`src/rtl/ip_shft_mc_if.sv`:
```
// ---------------------------------------------------------------------------
// ip_shft_mc_if
//   Bus bundle for the multi-cycle shifter ip_shft_mc.
//   Protocol: i_cal_str is a one-cycle start pulse that samples all i_*
//   operands in the same cycle. There is no ready; a start is always accepted,
//   including one that aborts a running job. The result is announced by a
//   one-cycle o_val_upd pulse. o_val_vld is a level that stays high from
//   completion until the next start. o_ovf is meaningful only while
//   o_val_vld is high.
//   master : requester side (drives i_*, reads o_*)
//   slave  : shifter side   (reads i_*, drives o_*)
//   o_dbg_state exposes the shifter FSM state (0 idle, 1 active).
// ---------------------------------------------------------------------------
interface ip_shft_mc_if #(
   parameter int IDWID = 8,
   parameter int SWID  = 4,
   parameter int ODWID = 16
);
   logic             i_cal_str;
   logic [IDWID-1:0] i_val;
   logic [SWID-1:0]  i_shft;
   logic             i_dir;
   logic             i_rnd;
   logic             i_pwr2;
   logic [ODWID-1:0] o_val;
   logic             o_val_vld;
   logic             o_val_upd;
   logic             o_ovf;
   logic             o_busy;
   logic [1:0]       o_dbg_state;

   modport master (
      output i_cal_str, i_val, i_shft, i_dir, i_rnd, i_pwr2,
      input  o_val, o_val_vld, o_val_upd, o_ovf, o_busy, o_dbg_state
   );

   modport slave (
      input  i_cal_str, i_val, i_shft, i_dir, i_rnd, i_pwr2,
      output o_val, o_val_vld, o_val_upd, o_ovf, o_busy, o_dbg_state
   );
endinterface

```
`src/rtl/ip_shft_mc.sv`:
```
// ---------------------------------------------------------------------------
// ip_shft_mc
//   Multi-cycle shifter: shifts an operand left or right by n bits, at most
//   STEP bits per active cycle. Right shifts can round half-up using the last
//   bit shifted out. Left shifts track lost nonzero bits and can saturate.
//   pwr2 mode forces the operand to 1, so a left shift yields 2^n.
// Ports
//   clk   : clock
//   rst_n : asynchronous active-low reset
//   bus   : ip_shft_mc_if slave (start/operands in, result/status out)
// Parameters
//   IDWID operand width (<= ODWID), SWID shift-count width, ODWID result
//   width, STEP bits per cycle (power of 2), SAT saturate on left overflow.
// ---------------------------------------------------------------------------
module ip_shft_mc #(
   parameter int IDWID = 8,
   parameter int SWID  = 4,
   parameter int ODWID = 16,
   parameter int STEP  = 1,
   parameter int SAT   = 1
) (
   input  logic          clk,
   input  logic          rst_n,
   ip_shft_mc_if.slave   bus
);

   typedef enum logic [1:0] {
      ST_IDLE   = 2'd0,
      ST_ACTIVE = 2'd1
   } state_e;

   // The step never needs to exceed the largest count, so clamp it to the
   // count range. min(cnt, STEP) then fits in SWID bits.
   localparam int              STEP_C = (STEP > (2**SWID - 1)) ? (2**SWID - 1) : STEP;
   localparam logic [SWID-1:0] STEP_W = SWID'(STEP_C);
   localparam logic [ODWID-1:0] ONES  = '1;

   state_e           state_q, state_d;
   logic [ODWID-1:0] work_q,  work_d;
   logic [SWID-1:0]  cnt_q,   cnt_d;
   logic             dir_q,   dir_d;
   logic             rnd_q,   rnd_d;
   logic             g_q,     g_d;
   logic             ov_q,    ov_d;
   logic [ODWID-1:0] val_q,   val_d;
   logic             vld_q,   vld_d;
   logic             upd_q,   upd_d;
   logic             ovf_q,   ovf_d;

   logic [SWID-1:0]  shamt;
   logic [ODWID-1:0] shr;

   always_comb begin
      state_d = state_q;
      work_d  = work_q;
      cnt_d   = cnt_q;
      dir_d   = dir_q;
      rnd_d   = rnd_q;
      g_d     = g_q;
      ov_d    = ov_q;
      val_d   = val_q;
      vld_d   = vld_q;
      upd_d   = 1'b0;
      ovf_d   = ovf_q;
      shamt   = '0;
      shr     = '0;

      if (bus.i_cal_str) begin
         // A start always wins, even over a job that is about to complete.
         state_d = ST_ACTIVE;
         work_d  = bus.i_pwr2 ? ODWID'(1) : ODWID'(bus.i_val);
         cnt_d   = bus.i_shft;
         dir_d   = bus.i_dir;
         rnd_d   = bus.i_rnd;
         g_d     = 1'b0;
         ov_d    = 1'b0;
         vld_d   = 1'b0;
      end else if (state_q == ST_ACTIVE) begin
         if (cnt_q != '0) begin
            shamt = (cnt_q < STEP_W) ? cnt_q : STEP_W;
            cnt_d = cnt_q - shamt;
            if (!dir_q) begin
               // The top shamt bits leave the word; any 1 among them is overflow.
               ov_d   = ov_q | (|(work_q & ~(ONES >> shamt)));
               work_d = work_q << shamt;
            end else begin
               // Keep the last bit shifted out as the rounding guard.
               shr    = work_q >> (shamt - 1'b1);
               g_d    = shr[0];
               work_d = work_q >> shamt;
            end
         end else begin
            state_d = ST_IDLE;
            upd_d   = 1'b1;
            vld_d   = 1'b1;
            ovf_d   = ~dir_q & ov_q;
            if (!dir_q && ov_q && (SAT != 0)) begin
               val_d = ONES;
            end else if (dir_q && rnd_q) begin
               // g=1 implies at least one right shift happened, so no carry-out.
               val_d = work_q + ODWID'(g_q);
            end else begin
               val_d = work_q;
            end
         end
      end
   end

   always_ff @(posedge clk or negedge rst_n) begin
      if (!rst_n) begin
         state_q <= ST_IDLE;
         work_q  <= '0;
         cnt_q   <= '0;
         dir_q   <= 1'b0;
         rnd_q   <= 1'b0;
         g_q     <= 1'b0;
         ov_q    <= 1'b0;
         val_q   <= '0;
         vld_q   <= 1'b0;
         upd_q   <= 1'b0;
         ovf_q   <= 1'b0;
      end else begin
         state_q <= state_d;
         work_q  <= work_d;
         cnt_q   <= cnt_d;
         dir_q   <= dir_d;
         rnd_q   <= rnd_d;
         g_q     <= g_d;
         ov_q    <= ov_d;
         val_q   <= val_d;
         vld_q   <= vld_d;
         upd_q   <= upd_d;
         ovf_q   <= ovf_d;
      end
   end

   assign bus.o_val       = val_q;
   assign bus.o_val_vld   = vld_q;
   assign bus.o_val_upd   = upd_q;
   assign bus.o_ovf       = ovf_q;
   assign bus.o_busy      = (state_q == ST_ACTIVE);
   assign bus.o_dbg_state = state_q;

endmodule
```
`src/flat_wrapper.sv`:
```
// flat-port wrapper written by rule: the top's interface ports become plain ports
module ip_shft_mc_flat 
#(
   parameter int IDWID = 8,
   parameter int SWID  = 4,
   parameter int ODWID = 16,
   parameter int STEP  = 1,
   parameter int SAT   = 1
)
  (clk, rst_n, bus_i_cal_str, bus_i_val, bus_i_shft, bus_i_dir, bus_i_rnd, bus_i_pwr2, bus_o_val, bus_o_val_vld, bus_o_val_upd, bus_o_ovf, bus_o_busy, bus_o_dbg_state);
  ip_shft_mc_if #(.IDWID(IDWID), .SWID(SWID), .ODWID(ODWID)) bus_i ();
  input  logic clk;
  input  logic rst_n;
  input wire logic [$bits(bus_i.i_cal_str)-1:0] bus_i_cal_str;
  input wire logic [$bits(bus_i.i_val)-1:0] bus_i_val;
  input wire logic [$bits(bus_i.i_shft)-1:0] bus_i_shft;
  input wire logic [$bits(bus_i.i_dir)-1:0] bus_i_dir;
  input wire logic [$bits(bus_i.i_rnd)-1:0] bus_i_rnd;
  input wire logic [$bits(bus_i.i_pwr2)-1:0] bus_i_pwr2;
  output wire logic [$bits(bus_i.o_val)-1:0] bus_o_val;
  output wire logic [$bits(bus_i.o_val_vld)-1:0] bus_o_val_vld;
  output wire logic [$bits(bus_i.o_val_upd)-1:0] bus_o_val_upd;
  output wire logic [$bits(bus_i.o_ovf)-1:0] bus_o_ovf;
  output wire logic [$bits(bus_i.o_busy)-1:0] bus_o_busy;
  output wire logic [$bits(bus_i.o_dbg_state)-1:0] bus_o_dbg_state;
  assign bus_i.i_cal_str = bus_i_cal_str;
  assign bus_i.i_val = bus_i_val;
  assign bus_i.i_shft = bus_i_shft;
  assign bus_i.i_dir = bus_i_dir;
  assign bus_i.i_rnd = bus_i_rnd;
  assign bus_i.i_pwr2 = bus_i_pwr2;
  assign bus_o_val = bus_i.o_val;
  assign bus_o_val_vld = bus_i.o_val_vld;
  assign bus_o_val_upd = bus_i.o_val_upd;
  assign bus_o_ovf = bus_i.o_ovf;
  assign bus_o_busy = bus_i.o_busy;
  assign bus_o_dbg_state = bus_i.o_dbg_state;
  ip_shft_mc #(.IDWID(IDWID), .SWID(SWID), .ODWID(ODWID), .STEP(STEP), .SAT(SAT)) u_core (.clk(clk), .rst_n(rst_n), .bus(bus_i));
endmodule
```
`config.mk`:
```
export PLATFORM = sky130hd
export DESIGN_NAME = ip_shft_mc_flat
export DESIGN_NICKNAME = d
export VERILOG_FILES = /design/src/rtl/ip_shft_mc_if.sv /design/src/rtl/ip_shft_mc.sv /design/src/flat_wrapper.sv
export SDC_FILE = /design/constraint.sdc
export NUM_CORES = 1
export LEC_CHECK = 0
export ABC_AREA = 1
export CAP_MARGIN = 30
export CORE_MARGIN = 4
export CORE_UTILIZATION = 40
export DETAILED_ROUTE_END_ITERATION = 10
export SKIP_CTS_REPAIR_TIMING = 1
export SLEW_MARGIN = 20
export SYNTH_ARGS = -nofsm -noshare
export SYNTH_HDL_FRONTEND = slang
export SYNTH_SLANG_ARGS = --single-unit
```
`constraint.sdc`:
```
create_clock -name clk -period 4.14 [get_ports clk]
set_clock_uncertainty 0.05 [all_clocks]
set_input_delay 0.828 -clock clk [delete_from_list [all_inputs] [get_ports clk]]
set_output_delay 0.828 -clock clk [all_outputs]
set_load 0.01 [all_outputs]
```
==> flow_summary.json <==
{
  "antenna_found_initial": 0,
  "nNetsFinal": 410,
  "fin_tns_setup_ns": 0,
  "synth_cells": 350,
  "grt_use_met1_pct": 25.4,
  "clock-sinks": 44,
  "port_buffers": 38,
  "gp_congestion": 0.918,
  "path_buf_inv": 4,
  "clockBufferDepth": 2,
  "pin_count": 40,
  "crit_arrival_ns": 3.08,
  "crit_top_cell": "inv_1",
  "grt_use_met2_pct": 30.2,
  "grt_util_all_layers_pct": 18.7,
  "power_per_cell_area_nw_per_um2": 673,
  "start_kind": "input port",
  "die_x_um": 88.7,
  "area_growth_pct": 22.5,
  "clkLatencyLatePin_ns": 0.30,
  "cts_buffers": 5,
  "netlist.top_cell.by_area": "dfrtp_1",
  "fmax_ghz": 0.340,
  "crit_fanout": 19,
  "preCtsSetupSlack_ns": 0.892,
  "synth_seq_cells": 44,
  "rows": 29,
  "ys_warn_count": 0,
  "hold_slack_ns": 0.391,
  "slew_headroom_pct": 50.6,
  "synth_area_leaders": "dfrtp_1 (42%), nand2_1 (10%), nand3_1 (7.3%)",
  "grt_overflow_total": 0,
  "clkTransAtPathRegs_ns": 0.09,
  "async_reset_ff_share_pct": 100,
  "viasPerCell": 5.30,
  "hold_path.class": "in2async",
  "n_antenna_cell": 0,
  "core_area_um2": 6350,
  "grt_pass1_wl_um": 11400,
  "cp_slowest_cell": "clkdlybuf4s50_1",
  "cpPeakStageDelay_ns": 0.80,
  "ant_nets": 0,
  "worstPathCellList": "clkdlybuf4s50_1, inv_1, nand2_2, inv_1, a21oi_1, nand3_1, o21ai_0, inv_1",
  "postSynthAreaPerCell_um2": 7.44,
  "slew_viol_final": 0,
  "power_leakage_nw": 1.50,
  "num_vias": 2459,
  "yosys_most_used_dff": "dfrtp_1",
  "synth_top_cell_area_share_pct": 42.3,
  "layout-drive-gt1-share_pct": 5.43,
  "max_cap_viol_count": 0,
  "ys_types": 32,
  "rr_worst_depth": 8,
  "dp_hpwl_um": 5090,
  "htree_num_levels": 2,
  "grt_pass1_vias": 2359,
  "cp_num_cells": 8,
  "routed_wl_um": 6760,
  "crit_path_end_kind": "flip-flop",
  "setup_slack_ns": 1.20,
  "netlist_top_cells_count": "nand2_1 (70), inv_1 (45), dfrtp_1 (44)",
  "tightest_slew_ns": 0.739,
  "hold_viol": 0,
  "status": "complete, no violations",
  "cp.required_ns": 4.28,
  "wl_per_cell_um": 14.6,
  "grt_use_met3_pct": 3.26,
  "rsz0062_at_grt": "no",
  "yosysMostFrequentCell": "nand2_1",
  "start_util_pct": 41.0,
  "dr.pass1.iters": 5,
  "peakVddDrop_mv": 0.289,
  "cts_root_buffer": "clkbuf_8",
  "drt_iter0_drc": 180,
  "fp.dieArea_um2": 7860,
  "period_minus_slack_ns": 2.94,
  "grt_most_used_layer": "met2",
  "path_delay_family": "buffers and inverters",
  "finalSetupViolations": 0,
  "cts_tree": "done",
  "route.detailed.drc": 0,
  "grt_max_degree": 34,
  "synth-edff-count": 0,
  "finalCritPeriodShare_pct": 71.0,
  "synth.cell_area_um2": 2600,
  "synth.yosys.seq_area_share_pct": 42.3,
  "dieHeight_um": 88.7,
  "critPathKind": "in2reg"
}
-- kinds of logic (layout without fill, tap and decap cells) --
family          count (synthesis)  in the layout  share of synthesized area (%)
fa+ha+maj                       6              6                           2.88
compound gates                 71             71                           15.5
xor+xnor                        4              4                           1.35
flops                          44             44                           42.3
other cells                     2              4                          0.289
buf+inv                        59             94                           9.52
simple gates                  164            164                           28.1
-- layer usage --
metal | part of all wire [%] | up-vias
met1 | 45 | 1129
li1 | - | 1223
met3 | 6.0 | 17
met4 | 2.2 | 0
met2 | 47 | 90
met5 | 0 | -
-- area by class of cell --
class	count	area [µm²]
well taps	77	96.3
clock inverters	3	90.1
clock buffers	5	68.8
flip-flops and latches	44	1100
repair buffers	39	395
multi-input cells	249	1260
fillers	611	3160
inverters	47	176
-- final timing paths --
kind	from	to	slack (ns)
worst max-delay path	bus_i_cal_str	u_core.work_q[3]$_DFFE_PN0P_	1.20
max in group asynchronous	rst_n	u_core.dir_q$_DFFE_PN0P_	3.16
worst max register to register	u_core.cnt_q[3]$_DFFE_PN0P_	u_core.bus.o_val[9]$_DFFE_PN0P_	1.62
worst min register to register	u_core.bus.o_val[1]$_DFFE_PN0P_	u_core.bus.o_val[1]$_DFFE_PN0P_	0.45
min in group clk	u_core.bus.o_val[1]$_DFFE_PN0P_	u_core.bus.o_val[1]$_DFFE_PN0P_	0.45
worst min-delay path	rst_n	u_core.bus.o_val[13]$_DFFE_PN0P_	0.39
-- cell usage in the layout (no fill, tap or decap) --
| master | instances |
|---|---|
| bufinv_16 | 3 |
| ha_1 | 6 |
| o31ai_1 | 1 |
| clkinv_1 | 1 |
| nand2_4 | 1 |
| nor2_4 | 2 |
| buf_12 | 1 |
| clkbuf_8 | 5 |
| a31oi_1 | 8 |
| a22oi_1 | 6 |
| o211ai_1 | 4 |
| a21boi_0 | 1 |
| o21ai_0 | 25 |
| nor4_1 | 1 |
| nand2_1 | 70 |
| inv_2 | 1 |
| nand3_1 | 38 |
| buf_2 | 1 |
| or2_2 | 4 |
| nor3_1 | 5 |
| nor2_1 | 36 |
| nor2_2 | 1 |
| o22ai_1 | 4 |
| o221ai_1 | 1 |
| nand2_2 | 1 |
| conb_1 | 4 |
| a21oi_1 | 21 |
| xor2_1 | 4 |
| clkdlybuf4s50_1 | 37 |
| dfrtp_1 | 44 |
| inv_1 | 45 |
| nand4_1 | 4 |
| nor3_4 | 1 |
-- metrics by stage --
step	util, %	std cells	total power (W)	instance area (µm²)
global route	50.2	464	0.00233	3190
CTS	50.2	464	0.00216	3190
detailed placement	47.7	456	0.00170	3030
finish	50.2	464	0.00215	3190
global placement	47.4	455	0.00169	3010
floorplan	-	352	0.00133	2610
-- report_power, final --
group          switching [W]  internal [W]  total, W
clock network       0.000154      0.000302  0.000456
registers           0.000149      0.000605  0.000754
logic               0.000528      0.000409  0.000937
(Power assumes the default switching activity.)
==> edit, RTL diff (same flow settings) <==
Make the reset (`rst_n`) synchronous in one clocked block. Comments in the files are not updated.
--- a/src/rtl/ip_shft_mc.sv
+++ b/src/rtl/ip_shft_mc.sv
@@ -107,5 +107,5 @@
    end
 
-   always_ff @(posedge clk or negedge rst_n) begin
+   always_ff @(posedge clk) begin
       if (!rst_n) begin
          state_q <= ST_IDLE;
Formal check against the unedited RTL: differs if rst_n is asserted again (counterexample within 4 cycles, from zero or initial values and one cycle with rst_n low); with rst_n held inactive, the same outputs for 10 cycles.
==> edit against the original RTL <==
Area after synthesis shrank 1.1%; wire length increased by 1.3%; die area shrank 1.0%; hold slack better by 0.018 ns; sequential cell count unchanged; design area fell by 3.1%; fmax grew 15%; worst setup slack better by 0.39 ns; critical endpoint is now u_core.work_q[0]; highest routed layer unchanged.
Power is not compared: it rests on default switching activity, and its combinational part moved more than twofold at a synthesized area within 25%.
==> edit: results (changes against the original RTL) <==
- DR iter-0 viols: 116 (was 180)
- Register area share after synthesis: 0.342 (was 0.423)
- Synth unique cells: 39 (was 32)
- Fin Hold WS: 0.409 ns (was 0.391 ns)
- Met2 wire length: 3.02 mm (was 3.16 mm)
- CP arrival: 2.71 ns (was 3.08 ns)
- Ranking of synthesized cells by area: dfxtp_1 (34%), nand2_1 (12%), o21ai_0 (7.4%) (was dfrtp_1 (42%), nand2_1 (10%), nand3_1 (7.3%))
- Share of layout cells above drive strength 1: 0.0809 (was 0.0543)
- Synth Instances: 375 (was 350)
- Slew Limit Headroom: 0.543 (was 0.506)
- Detail Placement HPWL: 4.93 mm (was 5.09 mm)
- Status: finished clean (unchanged)
- Worst slack, placed: 1.29 ns (was 0.892 ns)
- Via density: 5.22 (was 5.30)
- Top cells by count, synth: nand2_1 (82), dfxtp_1 (44), inv_1 (42), o21ai_0 (38), nand3_1 (35) (was nand2_1 (70), inv_1 (45), dfrtp_1 (44), nand3_1 (38), nor2_1 (36))
- DRT Wirelength: 6.85 mm (was 6.76 mm)
- Seq. cell area: 881 µm² (was 1100 µm²)
- Crit Reg-Reg Endpoint: u_core.bus.o_val[14] (was u_core.bus.o_val[9])
- Min cycle time layout: 2.55 ns (was 2.94 ns)
- Asr flop ratio synth: 0 (was 1.00)
- Reg2reg start: u_core.dir_q (was u_core.cnt_q[3])
- Vias in the first global route: 2255 (was 2359)
- Nets@finish: 431 (was 410)
- Cell Count, Final, Fillers Out: 483 (was 464)
- Reg2Reg Depth: 11 (was 8)
- First-pass DRT Iterations: 4 (was 5)
- Pin count of the biggest net entering global routing: 29 (was 34)
- Predominant post-synthesis flop cell: dfxtp_1 (was dfrtp_1)
- Total GRT Usage: 0.187 (about the same)
- Top cell type's share of synthesized area: 0.342 (was 0.423)
edit: cell types whose count changed after synthesis, moves of 6 or more:
cell	before	now
a22oi_1	6	0
dfrtp_1	44	0
nor2_1	36	25
dfxtp_1	0	44
nand2_1	70	82
o21ai_0	25	38
edit: worst max-delay path: cells and delay by family:
family | cells | cell delay [ns]
AND/OR/NAND/NOR | 1 | 0.46
AO/OA/AOI/OAI | 2 | 0.26
buffers and inverters | 3 | 1.16
edit: routing by layer:
metal | GRT usage | vias up
met3 | 0.0410 | 9
li1 | - | 1301
met5 | 0 | -
met1 | 0.262 | 1141
met4 | 0.0371 | 0
met2 | 0.298 | 70
edit: layout make-up:
| class | instances | share of cell area |
|---|---|---|
| Multi-Input combinational cell | 270 | 0.461 |
| Sequential cell | 44 | 0.285 |
| Timing Repair Buffer | 39 | 0.125 |
| Inverter | 47 | 0.0595 |
| Tap cell | 75 | 0.0304 |
| Clock buffer | 6 | 0.0267 |
| Clock inverter | 2 | 0.0125 |
edit: power groups by stage:
| stage | logic, mW | clock network [mW] | registers, mW |
|---|---|---|---|
| finish | 0.238 | 0.362 | 0.472 |
| global route | 0.267 | 0.385 | 0.476 |
| CTS | 0.237 | 0.366 | 0.472 |
| detailed placement | 0.236 | 0 | 0.482 |
| global placement | 0.238 | 0 | 0.481 |
| floorplan | 0.163 | 0 | 0.479 |
edit: cells by family after synthesis:
kind of cell    after synthesis  synth area share
compound gates               89             0.200
xor+xnor                      4            0.0136
fa+ha+maj                     6            0.0292
buf+inv                      63             0.107
flops                        44             0.342
other cells                   2           0.00292
simple gates                167             0.304
